[src/rtl/cur_blk_fetch.sv]
// cur_blk_fetch: reads one 16x16 luma block from frame memory and streams it
// as 32 back-to-back 64-bit beats to the current-block register file.
module cur_blk_fetch #(
    parameter int FRAME_W_WORDS = 22,
    parameter int FRAME_H_BLKS  = 9,
    parameter int ADDR_W        = 16,
    parameter int MEM_LAT       = 1
) (
    input  logic              clk,
    input  logic              reset,
    input  logic              start,
    input  logic [4:0]        blk_x,
    input  logic [4:0]        blk_y,
    output logic              busy,
    output logic              done,
    output logic              err,
    output logic              mem_re,
    output logic [ADDR_W-1:0] mem_addr,
    input  logic [63:0]       mem_data,
    output logic              WE,
    output logic [63:0]       DataOUT
);
    typedef enum logic [1:0] {IDLE, FETCH, DRAIN, DONE} state_t;
    state_t state, state_nxt;
    logic [4:0] cnt;
    logic [MEM_LAT-1:0] re_dly;
    logic [MEM_LAT:0] re_cat;
    logic legal, accept;
    logic [ADDR_W-1:0] base;
    assign legal  = (int'(blk_x) * 2 + 2 <= FRAME_W_WORDS) && (int'(blk_y) < FRAME_H_BLKS);
    assign accept = state == IDLE && start && legal;
    assign base   = ADDR_W'(int'(blk_y) * 16 * FRAME_W_WORDS + int'(blk_x) * 2);
    assign re_cat = {re_dly, mem_re};
    always_ff @(posedge clk or negedge reset) begin
        if (!reset)
            state <= IDLE;
        else
            state <= state_nxt;
    end
    // DRAIN ends once every issued read has been captured
    always_comb begin
        state_nxt = state;
        case (state)
            IDLE:    state_nxt = accept ? FETCH : IDLE;
            FETCH:   state_nxt = cnt == 5'd31 ? DRAIN : FETCH;
            DRAIN:   state_nxt = re_dly == '0 ? DONE : DRAIN;
            default: state_nxt = IDLE;
        endcase
    end
    always_comb begin
        busy   = state != IDLE;
        done   = state == DONE;
        mem_re = state == FETCH;
    end
    // Address walks left half, right half, then steps down one frame row
    always_ff @(posedge clk or negedge reset) begin
        if (!reset) begin
            err      <= 1'b0;
            cnt      <= '0;
            mem_addr <= '0;
            re_dly   <= '0;
            WE       <= 1'b0;
            DataOUT  <= '0;
        end else begin
            err    <= state == IDLE && start && !legal;
            re_dly <= re_cat[MEM_LAT-1:0];
            WE     <= re_dly[MEM_LAT-1];
            if (re_dly[MEM_LAT-1])
                DataOUT <= mem_data;
            if (accept) begin
                cnt      <= '0;
                mem_addr <= base;
            end else if (mem_re) begin
                cnt      <= cnt + 5'd1;
                mem_addr <= mem_addr + (cnt[0] ? ADDR_W'(FRAME_W_WORDS - 1) : ADDR_W'(1));
            end
        end
    end
endmodule

[config.mk]
export PLATFORM = sky130hd
export DESIGN_NAME = cur_blk_fetch
export DESIGN_NICKNAME = d
export VERILOG_FILES = /design/src/rtl/cur_blk_fetch.sv
export SDC_FILE = /design/constraint.sdc
export NUM_CORES = 1
export LEC_CHECK = 0
export ABC_AREA = 1
export BUFFER_PORTS_ARGS = -buffer_cell sky130_fd_sc_hd__buf_2
export CORE_MARGIN = 4
export CORE_UTILIZATION = 45
export CTS_CLUSTER_SIZE = 20
export DETAILED_ROUTE_END_ITERATION = 6
export PLACE_DENSITY = 0.85
export SYNTH_ARGS = -nofsm -noshare
export SYNTH_HDL_FRONTEND = slang
export SYNTH_SLANG_ARGS = --single-unit
[constraint.sdc]
create_clock -name clk -period 3.9 [get_ports clk]
set_input_delay 0 -clock clk [delete_from_list [all_inputs] [get_ports clk]]
set_output_delay 0 -clock clk [all_outputs]
set_load 0.1 [all_outputs]
==> reports/metrics.cfg <==
[global_routing]
grt-ovfl-total=0
grt_pass1_wl_um=21600
grt_use_total_pct=23.8
antenna_found_initial=0
grt_max_degree=68
grt_pass1_vias=4223

[sta]
fin_crit_sh_pct=52.1
worstMarginPinSlew_ns=0.887
fin_setup_tns_ns=0
hold_viol_final=0
rsz0062_at_grt=false
finalSetupViolations=0
fin_skew_ns=0.0109
period_minus_slack_ns=2.03
relSlewSlack_pct=40.8
slew_violations=0
setup_slack_ns=1.87
max_freq_mhz=492

[floorplanning]
ios=162
rows=36
core_area_sq_um=9730
initial_core_util_pct=46.1
dieHeight_um=108
die_x_um=108
dieArea_sq_um=11600

[setup_path]
start_kind=flop
worstSetupPathType=flop to flop
critical_path.max_fanout=17
crit_required_ns=4.13
cp-end-kind=flop
worstPathArrival_ns=2.26

[synthesis]
async_flop_share_pct=100
synthDistinctLibCells=40
synth_top_area_share_pct=50.2
ys_seq_area_share_pct=50.2
synth.cell_area_sq_um=4480
synth.area.top_cells=dfrtp_1, mux2_2, nand2_1
synth.most_common_cell=dfrtp_1
ys_top_cells_by_count=dfrtp_1, nand2_1, mux2_2
synth_edf_count=0
syn-num-nets=518
avgSynthCellArea_sq_um=10.8
synth_top_area_cell=dfrtp_1
netlist_instances=417
ys.flop_type=dfrtp_1
ys_ff_latch=90
ys.warnings.count=0

[cts]
path_clk_slew_ns=0.09
clock_latency_ns=0.34
clock_path_buffers=2
cts_root_buf=clkbuf_8
cts_tree=done
htree_levels=3
cts_inserted_buffers=9
cts_setup_buffers=0
clock-sinks=90

[routing]
post_drt_via_cell_ratio=5.09
ant_nets=0
detail_route.wirelength_um=13800
drc_errors=0
vias=4020
firstDrtPassIters=4
drt_iter0_drc=241
wl_per_cell_um=17.4

[cells_and_area]
drive_above_1_share_pct=41.1
layout.nets=753
fill_cells=709
antennaDiodeCount=0
fin_util_pct=65.2
syn_to_final_growth_pct=41.5
stdcell_count=790

[worst_hold_path]
hold_path.class=input port to flop

[pwr]
vdd_drop_max_v=0.000472
p_per_area_nw_per_um2=852
p_leak_nw=3.15

[place]
io_buffers=161
dp_slack_ns=1.54
hpwl_um=8610
routabilityCongestion=0.876
dp_cells=703

[job]
drv_cap=0

[status]
run_status=finished, final reports clean

[kinds of logic after synthesis]
| group | Yosys count | synth area share, % |
|---|---|---|
| buffers and inverters | 46 | 4.30 |
| adders and majority gates | 24 | 7.03 |
| DFF | 90 | 50.2 |
| muxes | 64 | 16.1 |
| AOI/OAI and AO/OA | 35 | 4.94 |
| and+or+nand+nor | 150 | 15.9 |
| xor gates and xnor gates | 8 | 1.56 |
[per-layer routing]
layer	share of wire (%)	GRT usage, %	wire [um]
met4	2.8	7.94	389
met2	51	43.9	7060
met5	0	0	0
met1	38	26.9	5250
met3	7.7	5.34	1060
[worst max-delay path, stage by stage (launching register included)]
cell and delay (ns):
dfrtp_1 0.42, inv_1 0.10, nand3_1 0.14, inv_2 0.08, nand3_2 0.30, nand2_2 0.36
inv_1 0.23, nor2_1 0.22, a21oi_2 0.07
[final timing paths]
kind / endpoint / startpoint / slack [ns] / cells past startpoint
setup / recovery: mem_addr[13] / state[1] / 1.87 / 8
hold / removal: mem_addr[5] / blk_x[4] / 0.05 / 4
setup reg to reg: mem_addr[13] / state[1] / 1.87 / 8
hold reg to reg: mem_addr[15] / mem_addr[15] / 0.50 / 1
max in group asynchronous: state[1] / reset / 2.70 / 3
min in group asynchronous: DataOUT[45] / reset / 0.32 / 2
[registers in the layout, indices dropped and copies added (netlist names)]
signal and cells:
cnt 5, state 2, err 1, WE 1, DataOUT 64, re_dly 1
mem_addr 16
[timing repair]
item / CTS / global route
hold buffers: 71 / 0
hold endpoints to repair: 135 / 0
setup endpoints to repair: 0 / 0
resized for setup: 0 / 0
[report_power, final]
part           switching [mW]  internal [mW]
Clock                   0.308          0.381
Combinational            2.57          0.656
Sequential              0.271           1.22
Total                    3.15           2.25
[stage by stage]
step	cell area, sq um	hold slack, ns	total power, mW
6_report	6340	0.0531	5.40
5_1_grt	6340	0.0475	5.63
4_1_cts	6340	0.0312	5.36
3_5_place_dp	5420	0.152	4.62
2_1_floorplan	4480	-0.296	4.06
3_3_place_gp	5420	0.141	4.55
[cell usage in the layout, fill, tap and decap left out, types with 5 or more instances in the layout]
| master | count |
|---|---|
| dlygate4sd3_1 | 71 |
| inv_2 | 7 |
| a21oi_1 | 11 |
| nand3_2 | 5 |
| nand2_1 | 76 |
| buf_2 | 160 |
| dfrtp_1 | 89 |
| clkbuf_8 | 10 |
| o21ai_1 | 5 |
| nand3_1 | 28 |
| ha_1 | 22 |
| nor2_1 | 17 |
| mux2_2 | 64 |
| inv_1 | 26 |
| xor2_1 | 7 |
[area by class of cell]
type                    count  area [sq um]  share of cell area [%]
flip-flops and latches     90          2250                    35.5
multi-input cells         281          2040                    32.1
repair buffers            235          1540                    24.3
well taps                 133           166                    2.62
clock buffers              14           153                    2.41
inverters                  35           131                    2.07
clock inverters             2          60.1                   0.947
(Power assumes the default switching activity.)
